### src/rtl/step_driver_pkg.sv
// Shared encodings for the step_driver stimulus sequencer.
package step_driver_pkg;

  typedef enum logic [1:0] {
    MODE_MANUAL = 2'b00,
    MODE_STEP   = 2'b01,
    MODE_RUN    = 2'b10,
    MODE_HOLD   = 2'b11
  } mode_e;

  typedef enum logic [1:0] {
    ST_IDLE  = 2'd0,
    ST_ISSUE = 2'd1,
    ST_WAIT  = 2'd2
  } state_e;

endpackage

### src/rtl/step_driver_tick_div.sv
// Free-running auto-step divider: one tick every 2^DIV_W enabled cycles.
// The count is held at 0 while disabled, so the first enabled cycle ticks.
module tick_div #(
  parameter int DIV_W = 27
) (
  input  logic clk,
  input  logic rst,
  input  logic en,
  output logic tick
);

  logic [DIV_W-1:0] div_q;

  // Count while enabled, park at zero otherwise.
  always_ff @(posedge clk) begin
    if (rst || !en) div_q <= '0;
    else            div_q <= div_q + DIV_W'(1);
  end

  assign tick = en && (div_q == '0);

endmodule

### src/rtl/step_driver.sv
// Request/acknowledge stimulus sequencer between board controls and a
// compute block.
//
// state    | meaning
// ---------+--------------------------------------------------------
// ST_IDLE  | no request outstanding; waits for the mode trigger
// ST_ISSUE | single cycle with dut_req high and dut_arg valid
// ST_WAIT  | request outstanding; waits for dut_ack or timeout
module step_driver
  import step_driver_pkg::*;
#(
  parameter int W       = 16,
  parameter int IDX_W   = 5,
  parameter int MAX_IDX = 24,
  parameter int DIV_W   = 27,
  parameter int TIMEOUT = 1024
) (
  input  logic             clk,
  input  logic             rst,
  input  logic [1:0]       mode,
  input  logic [IDX_W-1:0] sel,
  output logic             dut_req,
  output logic [W-1:0]     dut_arg,
  input  logic             dut_ack,
  input  logic [W-1:0]     dut_res,
  output logic [W-1:0]     result,
  output logic             result_valid,
  output logic             busy,
  output logic             timeout
);

  localparam int CNT_W = (TIMEOUT > 1) ? $clog2(TIMEOUT) : 1;
  localparam logic [IDX_W-1:0] MAX_SEL  = IDX_W'(MAX_IDX);
  localparam logic [CNT_W-1:0] WAIT_TC  = CNT_W'(TIMEOUT - 1);

  state_e           state_q, state_d;
  mode_e            mode_v;
  logic [IDX_W-1:0] idx_q, idx_d, idx_inc;
  logic [CNT_W-1:0] wait_cnt_q;
  logic             div_en, tick;
  logic             launch, ack_seen, abandon;

  assign mode_v  = mode_e'(mode);
  assign div_en  = (mode_v == MODE_STEP);
  assign idx_inc = (idx_q == MAX_SEL) ? '0 : idx_q + IDX_W'(1);
  assign dut_arg = W'(idx_q);

  tick_div #(.DIV_W(DIV_W)) u_tick_div (
    .clk  (clk),
    .rst  (rst),
    .en   (div_en),
    .tick (tick)
  );

  // Next-state, index update and event strobes.
  always_comb begin
    state_d  = state_q;
    idx_d    = idx_q;
    launch   = 1'b0;
    ack_seen = 1'b0;
    abandon  = 1'b0;
    unique case (state_q)
      ST_IDLE: begin
        case (mode_v)
          MODE_MANUAL: begin
            if (sel != idx_q && sel <= MAX_SEL) begin
              idx_d  = sel;
              launch = 1'b1;
            end
          end
          MODE_STEP: begin
            // A tick while busy never reaches here, so it is simply lost.
            if (tick) begin
              idx_d  = idx_inc;
              launch = 1'b1;
            end
          end
          MODE_RUN: begin
            idx_d  = idx_inc;
            launch = 1'b1;
          end
          default: ;
        endcase
        if (launch) state_d = ST_ISSUE;
      end
      ST_ISSUE: begin
        if (dut_ack) begin
          ack_seen = 1'b1;
          state_d  = ST_IDLE;
        end else begin
          state_d  = ST_WAIT;
        end
      end
      ST_WAIT: begin
        if (dut_ack) begin
          ack_seen = 1'b1;
          state_d  = ST_IDLE;
        end else if (wait_cnt_q == WAIT_TC) begin
          abandon  = 1'b1;
          state_d  = ST_IDLE;
        end
      end
      default: state_d = ST_IDLE;
    endcase
  end

  // State, index and registered outputs.
  always_ff @(posedge clk) begin
    if (rst) begin
      state_q      <= ST_IDLE;
      idx_q        <= '0;
      dut_req      <= 1'b0;
      busy         <= 1'b0;
      result       <= '0;
      result_valid <= 1'b0;
      timeout      <= 1'b0;
    end else begin
      state_q <= state_d;
      idx_q   <= idx_d;
      dut_req <= (state_d == ST_ISSUE);
      busy    <= (state_d != ST_IDLE);
      if (launch) result_valid <= 1'b0;
      if (ack_seen) begin
        result       <= dut_res;
        result_valid <= 1'b1;
      end
      if (abandon) timeout <= 1'b1;
    end
  end

  // Outstanding-request age; runs from the ISSUE cycle and saturates.
  always_ff @(posedge clk) begin
    if (rst || launch)
      wait_cnt_q <= '0;
    else if (state_q != ST_IDLE && wait_cnt_q != '1)
      wait_cnt_q <= wait_cnt_q + CNT_W'(1);
  end

endmodule

### config.mk
export PLATFORM = sky130hd
export DESIGN_NAME = step_driver
export DESIGN_NICKNAME = d
export VERILOG_FILES = /design/src/rtl/step_driver_pkg.sv /design/src/rtl/step_driver_tick_div.sv /design/src/rtl/step_driver.sv
export SDC_FILE = /design/constraint.sdc
export NUM_CORES = 1
export LEC_CHECK = 0
export CAP_MARGIN = 20
export CORE_MARGIN = 3
export CORE_UTILIZATION = 45
export DETAILED_ROUTE_END_ITERATION = 12
export GPL_TIMING_DRIVEN = 0
export PLACE_DENSITY = 0.73
export SYNTH_ARGS = -nofsm -noshare
export SYNTH_HDL_FRONTEND = slang
export SYNTH_HIERARCHICAL = 1
export SYNTH_SLANG_ARGS = --single-unit
### constraint.sdc
create_clock -name clk -period 2.1 [get_ports clk]
set_input_delay 0.21 -clock clk [delete_from_list [all_inputs] [get_ports clk]]
set_output_delay 0.21 -clock clk [all_outputs]
set_load 0.02 [all_outputs]
==> results of run 1 <==
## layout by cell type (no fill, tap or decap), types with 3 or more instances in the layout
master / instances
and2_1: 3
nand2b_1: 4
clkbuf_8: 9
nand3_1: 16
a41o_1: 4
inv_1: 20
dfxtp_2: 4
nor3_1: 8
ha_1: 13
and3_1: 6
nor4_4: 4
a31oi_1: 4
or4_1: 5
xor2_1: 12
nor4_1: 3
nor2_1: 38
dfxtp_1: 58
xnor2_1: 12
nor2b_1: 4
conb_1: 11
and4_1: 5
nand2_1: 54
nand4_1: 11
clkbuf_1: 10
o31ai_1: 7
buf_6: 3
buf_4: 16
o21ai_0: 6
a21oi_1: 33
clkdlybuf4s50_1: 50
## final cells by class
| cell class | instances | area [um2] | share of cell area |
|---|---|---|---|
| tap | 96 | 120 | 0.0279 |
| buffer | 25 | 151 | 0.0352 |
| multi-input combinational | 300 | 1910 | 0.445 |
| timing repair buffer | 56 | 549 | 0.128 |
| clock inverter | 7 | 72.6 | 0.0169 |
| inverter | 20 | 75.1 | 0.0175 |
| clock buffer | 9 | 124 | 0.0288 |
| sequential | 64 | 1290 | 0.301 |
## cell families (layout without fill, tap and decap cells)
| kind of cell | count (synthesis) | after routing | share of synthesized area |
|---|---|---|---|
| XOR/XNOR | 24 | 24 | 0.0639 |
| other | 1 | 11 | 0.00114 |
| AND/OR/NAND/NOR | 174 | 174 | 0.268 |
| multiplexers | 3 | 3 | 0.00988 |
| flip-flops | 64 | 64 | 0.389 |
| AO/OA/AOI/OAI | 75 | 75 | 0.150 |
| adder cells (fa/ha/maj) | 13 | 13 | 0.0494 |
| buffers and inverters | 46 | 117 | 0.0684 |
## flip-flops by register name, summed over array words and instances (netlist names)
name              flops
result               16
dut_req               1
timeout               1
u_tick_div/div_q     27
state_q               2
idx_q                 5
wait_cnt_q           10
result_valid          1
busy                  1
## path summary, 6_finish.rpt
path              endpoint  slack [ps]  cells past startpoint
min reg2reg     result[14]         460                      2
max reg2reg  wait_cnt_q[2]        -110                      9
max          wait_cnt_q[2]        -110                      9
min              result[6]         400                      3
## worst min-delay path, cell delays in order
cell and delay, ps:
clkdlybuf4s50_1 390, nand2_1 50, a21oi_1 50
## power groups by stage
stage | Combinational [W] | Clock (W) | Sequential, W
6_report | 0.000485 | 0.00105 | 0.00130
5_1_grt | 0.000533 | 0.00114 | 0.00130
4_1_cts | 0.000469 | 0.00109 | 0.00130
3_5_place_dp | 0.000457 | 0 | 0.00133
3_3_place_gp | 0.000452 | 0 | 0.00132
2_1_floorplan | 0.000233 | 0 | 0.00136
## through the flow
step                instance area, um2  hold WS, ps  worst slack [ps]  setup TNS [ps]
finish                            4300          396              -106           -1090
global route                      4300          401              -224           -2950
CTS                               4220          380             -51.5            -511
detailed placement                3950          449              -624           -9400
global placement                  3950          442              -551           -7990
floorplan                         3330          346               100               0
## layer usage
metal	up-vias	global-route usage	routed length [um]
li1	1545	-	-
met1	1455	0.236	3330
met2	83	0.327	3940
met3	11	0.0597	503
met4	0	0.0528	87
met5	-	0	0
## timing repair
action	CTS	global route
cloned	0	0
pin swaps	15	5
buffers inserted	2	4
gates resized for setup	16	9
endpoints found under the setup margin	18	24
endpoints found under the hold margin	0	0
==> results.toml, run 1 <==
[pwr]
ir_drop_v = 0.000390
power.internal_w = 0.00203
p_sw_frac = 0.285
seq_power_share = 0.458
switching_power_w = 0.000809
powerDensity_nw_per_um2 = 660
power_w = 0.00284
pwr-share-clk = 0.371
comb_power_share = 0.171
cellLeakagePower_nw = 1.63

[sta]
period_minus_slack_ps = 2210
timing.final.ws_setup_ps = -106
relSlewSlack = 0.626
worst_clock_skew_ps = 12.5
rsz0062_at_grt = "yes"
setup_viol = 12
fmax_ghz = 0.453
hold_viol = 0
finalMaxSlewViolations = 0
worst_pin_slew_ps = 561
fin_crit_sh = 1.05

[logic_synthesis]
synth_area_um2 = 3290
synth_top_area_frac = 0.389
yosysSeqAreaShare = 0.389
synth_edf_count = 0
yosys.area.top_type = "dfxtp_1"
synthTopCellsByArea = "dfxtp_1, nand2_1, a21oi_1"
synthFlopType = "dfxtp_1"
ys_types = 54
yosysWarningCount = 6
syn_area_per_cell_um2 = 8.23
synthCells = 400
async_flop_share = 0
yosys_register_bits = 64
synth_common_cells = "dfxtp_1, nand2_1, nor2_1"
yosysMostFrequentCell = "dfxtp_1"

[setup_path]
crit_buf_inv = 1
cpPeakStageDelay_ps = 480
crit_chain = "nor4_4 -> nand3_1 -> nor3_2 -> a21o_1 -> nor3_2 -> a2111o_1 -> nand2b_1 -> buf_6 -> nor2_1"
path_max_fanout = 8
cp.arrival_ps = 2450
cp_common_cell = "nor3_2"
cp_slowest_cell = "a2111o_1"
start_kind = "flop"
critical_path_class = "reg -> reg"
r2r_start = "u_tick_div/div_q[25]"
cp-end-kind = "flop"
worstPathRequired_ps = 2340
cpLargestDelayFamily = "simple AND/OR/NAND/NOR gates"
cp-startpoint = "u_tick_div/div_q[25]"

[global_route]
grt_max_degree = 13
antenna_found_initial = 0
grt_usage = 0.194
grt_overflow_total = 0
grt_pass1_wl_um = 13400
grt_pass1_vias = 2950

[clocking]
cts_buffers = 9
clkSlewWorstSetupHoldPaths_ps = 80
cts_root_buf = "clkbuf_8"
cts_hold_buf = 0
cts.sinks = 64
cts_tree = "yes"
cts_buffer_depth = 2
htreeDepth = 3
clkLatencyLatePin_ps = 350

[routing]
finalWirelength_um = 7860
via_per_inst = 5.36
drt_iter0_drc = 164
num_vias = 3094
wire_per_inst_um = 13.6
ant_nets = 0
drc = 0
drt-pass1-iter-count = 4

[floorplanning]
rows = 30
start_util = 0.474
die_area_um2 = 8380
pin_count = 62
die_y_um = 91.5
coreArea_um2 = 6940
die_w_um = 91.5

[layout]
final_core_util = 0.619
instances_no_fill = 577
fin_nets = 515
drive_gt1_frac = 0.127
num_antenna_cells = 0
synthToLayoutAreaGrowth_pct = 30.6
fillerInstances = 618

[status]
violations = "setup timing"
outcome = "complete, but fails checks"

[placed_design]
dp_hpwl_um = 5580
place.gp.congestion = 0.846
io_buffers = 50
place_inst = 556

[flow_run]
maxCapViolations = 0

[min_path]
worstHoldStart = "dut_res[6]"
hp-class = "in -> reg"
Note: power is estimated with default switching activity, not from simulation.
==> run 2: changes to the inputs <==
--- a/config.mk
+++ b/config.mk
@@ -5,13 +5,11 @@
 export SDC_FILE = /design/constraint.sdc
 export NUM_CORES = 1
 export LEC_CHECK = 0
-export CAP_MARGIN = 20
 export CORE_MARGIN = 3
 export CORE_UTILIZATION = 45
 export DETAILED_ROUTE_END_ITERATION = 12
 export GPL_TIMING_DRIVEN = 0
-export PLACE_DENSITY = 0.73
+export PLACE_DENSITY = 0.72
 export SYNTH_ARGS = -nofsm -noshare
 export SYNTH_HDL_FRONTEND = slang
-export SYNTH_HIERARCHICAL = 1
 export SYNTH_SLANG_ARGS = --single-unit
==> results.toml, run 2 <==
[logic_synthesis]
async_flop_share = 0
syn_area_per_cell_um2 = 8.45
yosysWarningCount = 0
synthFlopType = "dfxtp_1"
synthCells = 380
ys_types = 55
yosys_register_bits = 64
synthTopCellsByArea = "dfxtp_1, nand2_1, nor2_1"
synth_area_um2 = 3210
yosysSeqAreaShare = 0.399
yosys.area.top_type = "dfxtp_1"
yosysMostFrequentCell = "dfxtp_1"
synth_edf_count = 0
synth_top_area_frac = 0.399
synth_common_cells = "dfxtp_1, nand2_1, nor2_1"

[layout]
instances_no_fill = 555
synthToLayoutAreaGrowth_pct = 29.7
final_common_cell = "dfxtp_1"
num_antenna_cells = 0
layout_common_cells = "dfxtp_1, nand2_1, clkdlybuf4s50_1, nor2_1, a21oi_1"
regMostFlops = "u_tick_div.div_q"
drive_gt1_frac = 0.115
largest_register_ffs = 27
fin_nets = 493
largestRegisters = "u_tick_div.div_q (27), result (16), wait_cnt_q (10)"

[pwr]
powerDensity_nw_per_um2 = 751
ir_drop_v = 0.000385
cellLeakagePower_nw = 1.60
power_w = 0.00313

[setup_path]
cp-end-kind = "flop"
critical_path_class = "in -> reg"
crit_end = "busy"
start_kind = "input port"
cp-startpoint = "sel[2]"
cp.arrival_ps = 2300
rr_worst_depth = 5
reg2reg_setup_slack_ps = 80
r2r_start = "idx_q[0]"
reg2reg_to = "busy"
path_max_fanout = 4
worstPathRequired_ps = 2350

[floorplanning]
die_w_um = 90.5
start_util = 0.467
die_y_um = 90.5
die_area_um2 = 8180
coreArea_um2 = 6870
pin_count = 62
rows = 30

[sta]
worst_clock_skew_ps = 7.35
fmax_ghz = 0.489
fin_crit_sh = 0.974
period_minus_slack_ps = 2050
worst_pin_slew_ps = 592
relSlewSlack = 0.602
setup_viol = 0
finalMaxSlewViolations = 0
rsz0062_at_grt = "no"
hold_viol = 0

[routing]
drc = 0
drt-pass1-iter-count = 4
ant_nets = 0
drt_iter0_drc = 128
num_vias = 2830
via_per_inst = 5.10
finalWirelength_um = 6970
wire_per_inst_um = 12.5

[placed_design]
io_buffers = 49
place.gp.congestion = 0.870
dp_hpwl_um = 5070
place_inst = 535

[status]
outcome = "finished clean"

[global_route]
grt_pass1_vias = 2687
grt_pass1_wl_um = 12100
grt_max_degree = 11
grt_usage = 0.178
grt_overflow_total = 0
antenna_found_initial = 0

[clocking]
clkSlewWorstSetupHoldPaths_ps = 60
clkLatencyLatePin_ps = 350
cts_hold_buf = 0
htreeDepth = 3
cts_buffer_depth = 2
cts_tree = "yes"
cts_buffers = 9
cts_root_buf = "clkbuf_8"
cts.sinks = 64

[min_path]
hp-class = "in -> reg"

[flow_run]
maxCapViolations = 0
run 2: changes by cell type after synthesis, moves of 4 or more:
| cell | previous run | this run |
|---|---|---|
| a41o_1 | 4 | 0 |
| a21oi_1 | 35 | 24 |
| o31ai_1 | 7 | 2 |
| xor2_1 | 12 | 18 |
| nor2_1 | 39 | 45 |
| nand2_1 | 54 | 50 |
| a31oi_1 | 5 | 1 |
run 2: through the flow:
stage,area [um2],utilization,hold WS (ps),TNS [ps],setup WS [ps]
2_1_floorplan,3250,-,346,0,32.8
3_3_place_gp,3860,0.562,442,-4350,-344
3_5_place_dp,3860,0.562,447,-4580,-349
4_1_cts,4100,0.596,141,0,8.49
5_1_grt,4160,0.606,165,0,0.666
6_report,4160,0.606,156,0,54.1
run 2: per-layer routing:
metal,global-route usage,up-vias,share of wire
li1,-,1449,-
met4,0.0689,0,0.014
met2,0.289,69,0.47
met5,0,-,0
met3,0.0533,7,0.053
met1,0.223,1305,0.46
run 2: worst min-delay path by stage:
stage	from	to	slack, ps	cells past startpoint
2_1_floorplan	dut_res[0]	result[0]	350	2
3_3_place_gp	result[15]	result[15]	440	2
3_5_place_dp	result[4]	result[4]	450	2
4_1_cts	rst	busy	140	2
5_1_grt	rst	busy	170	2
6_report	rst	busy	160	2
run 2: cell type report:
type	count	area, um2
timing repair buffer	54	536
inverter	18	67.6
fill	612	2710
clock inverter	2	60.1
multi-input combinational	285	1790
buffer	22	131
tap	96	120
sequential	64	1290
clock buffer	14	173
run 2: repair_timing:
item | CTS | global route
pin swaps | 0 | 2
setup buffers | 0 | 5
cloned | 0 | 0
setup endpoints to repair | 3 | 20
gates resized for setup | 2 | 12
endpoints found under the hold margin | 0 | 0
run 2: cell families after synthesis:
group,synth area share
simple gates,0.270
flops,0.399
compound gates,0.119
buf+inv,0.0628
xor+xnor,0.0846
fa+ha+maj,0.0507
mux,0.0125
other cells,0.00117
run 2: report_power, final:
group | internal (W) | switching, W | total [W] | leakage [nW]
Clock | 0.000767 | 0.000455 | 0.00122 | 0.117
Combinational | 0.000272 | 0.000303 | 0.000574 | 0.968
Sequential | 0.00128 | 0.0000557 | 0.00133 | 0.520
Total | 0.00231 | 0.000814 | 0.00313 | 1.60
run 2: worst max-delay path, stage by stage:
cell             delay (ps)
clkdlybuf4s50_1         500
inv_1                    70
a2111o_1                440
o311a_4                 350
or4_4                   530
o311ai_2                210
==> run 3: changes to the inputs <==
--- a/config.mk
+++ b/config.mk
@@ -6,10 +6,10 @@
 export NUM_CORES = 1
 export LEC_CHECK = 0
 export CORE_MARGIN = 3
-export CORE_UTILIZATION = 45
+export CORE_UTILIZATION = 47
 export DETAILED_ROUTE_END_ITERATION = 12
 export GPL_TIMING_DRIVEN = 0
-export PLACE_DENSITY = 0.72
+export PLACE_DENSITY = 0.74
 export SYNTH_ARGS = -nofsm -noshare
 export SYNTH_HDL_FRONTEND = slang
 export SYNTH_SLANG_ARGS = --single-unit
==> constraint.sdc (replaced) <==
create_clock -name clk -period 2.1 [get_ports clk]
set_input_delay 0.42 -clock clk [delete_from_list [all_inputs] [get_ports clk]]
set_output_delay 0.42 -clock clk [all_outputs]
set_load 0.02 [all_outputs]
==> results.toml, run 3 (same netlist as run 2, synthesis figures left out) <==
[placed_design]
place.gp.congestion = 0.838
dp_hpwl_um = 4950
place_inst = 516
io_buffers = 49

[setup_path]
rr_worst_depth = 6
worstPathRequired_ps = 2330
cp.arrival_ps = 2260
start_kind = "input port"
critical_path_class = "in -> reg"
r2r_start = "u_tick_div.div_q[0]"
cp-end-kind = "flop"
reg2reg_setup_slack_ps = 100
reg2reg_to = "u_tick_div.div_q[26]"
cp-startpoint = "sel[0]"
path_max_fanout = 6

[layout]
drive_gt1_frac = 0.106
layout_common_cells = "dfxtp_1, nand2_1, nor2_1, clkdlybuf4s50_1, a21oi_1"
fin_nets = 489
largest_register_ffs = 27
regMostFlops = "u_tick_div.div_q"
num_antenna_cells = 0
instances_no_fill = 530
final_core_util = 0.624
synthToLayoutAreaGrowth_pct = 26.4
final_common_cell = "dfxtp_1"
largestRegisters = "u_tick_div.div_q (27), result (16), wait_cnt_q (10)"

[floorplanning]
pin_count = 62
die_w_um = 88.6
start_util = 0.494
rows = 29
die_area_um2 = 7860
coreArea_um2 = 6490
die_y_um = 88.6

[min_path]
hp-class = "in -> reg"
hold_end = "busy"
whs_path_depth = 2
worstHoldStart = "rst"

[routing]
finalWirelength_um = 7000
num_vias = 2768
via_per_inst = 5.22
drt_iter0_drc = 126
drt-pass1-iter-count = 4
wire_per_inst_um = 13.2
ant_nets = 0
drc = 0

[clocking]
cts.sinks = 64
htreeDepth = 3
cts_tree = "yes"
clkSlewWorstSetupHoldPaths_ps = 60
cts_hold_buf = 0
cts_root_buf = "clkbuf_8"
cts_buffers = 9
clkLatencyLatePin_ps = 330
cts_buffer_depth = 2

[global_route]
grt_pass1_vias = 2545
grt_usage = 0.183
grt_pass1_wl_um = 11300
grt_max_degree = 11
grt_overflow_total = 0
antenna_found_initial = 0

[sta]
finalMaxSlewViolations = 0
setup_viol = 0
worst_pin_slew_ps = 651
fin_crit_sh = 0.968
worst_clock_skew_ps = 7.00
relSlewSlack = 0.562
period_minus_slack_ps = 2030
hold_viol = 0
fmax_ghz = 0.492

[status]
outcome = "finished clean"

[pwr]
ir_drop_v = 0.000358
powerDensity_nw_per_um2 = 704
cellLeakagePower_nw = 1.55

[flow_run]
maxCapViolations = 0
-- run 3: cell types whose count changed in the layout (fill, tap and decap cells not counted), moves of 2 or more --
cell | previous run | this run
dlymetal6s2s_1 | 3 | 0
buf_4 | 17 | 14
dlygate4sd2_1 | 0 | 4
bufinv_16 | 2 | 0
-- run 3: area by class of cell --
cell class / count / area [um2]
Clock buffer: 14 / 173
Multi-Input combinational cell: 285 / 1800
Fill cell: 569 / 2440
Sequential cell: 64 / 1280
Inverter: 18 / 67.6
Buffer: 21 / 134
Timing Repair Buffer: 51 / 500
Tap cell: 77 / 96.3
-- run 3: power breakdown --
group / internal (W) / switching [W]
sequential: 0.00127 / 0.0000534
clock: 0.000514 / 0.000434
combinational: 0.000274 / 0.000304
-- run 3: critical path, stage by stage --
cell	delay, ps
dlygate4sd2_1	260
nor2b_2	150
a2111o_1	420
buf_4	160
o41a_4	390
and2_2	230
a32o_1	240
-- run 3: timing repair --
item | CTS | global route
setup endpoints to repair | 17 | 23
buffers inserted | 1 | 1
pin swaps | 2 | 4
endpoints found under the hold margin | 0 | 0
gates resized for setup | 6 | 13
-- run 3: through the flow --
step	total power [W]	setup TNS, ps	hold slack [ps]	setup WS (ps)	area, um2
finish	0.00285	0	372	67.1	4060
global route	0.00298	-33.2	375	-33.2	4060
CTS	0.00285	0	365	4.36	4010
detailed placement	0.00191	-9040	447	-557	3830
global placement	0.00190	-8540	442	-554	3830
floorplan	0.00170	0	442	32.8	3250
-- run 3: metal layers --
metal | GRT usage | part of all wire | wire length (um) | vias up
met5 | 0 | 0 | 0 | -
met4 | 0.0934 | 0.016 | 113 | 0
met3 | 0.0326 | 0.051 | 360 | 8
met2 | 0.290 | 0.48 | 3360 | 69
met1 | 0.238 | 0.45 | 3170 | 1258
li1 | - | - | - | 1433
-- run 3: worst max path at each step --
stage	slack (ps)	cells past startpoint	end
global placement	-550	6	busy
detailed placement	-560	6	busy
finish	70	7	idx_q[2]
global route	-30	6	u_tick_div.div_q[26]
floorplan	30	5	busy
CTS	4	5	busy
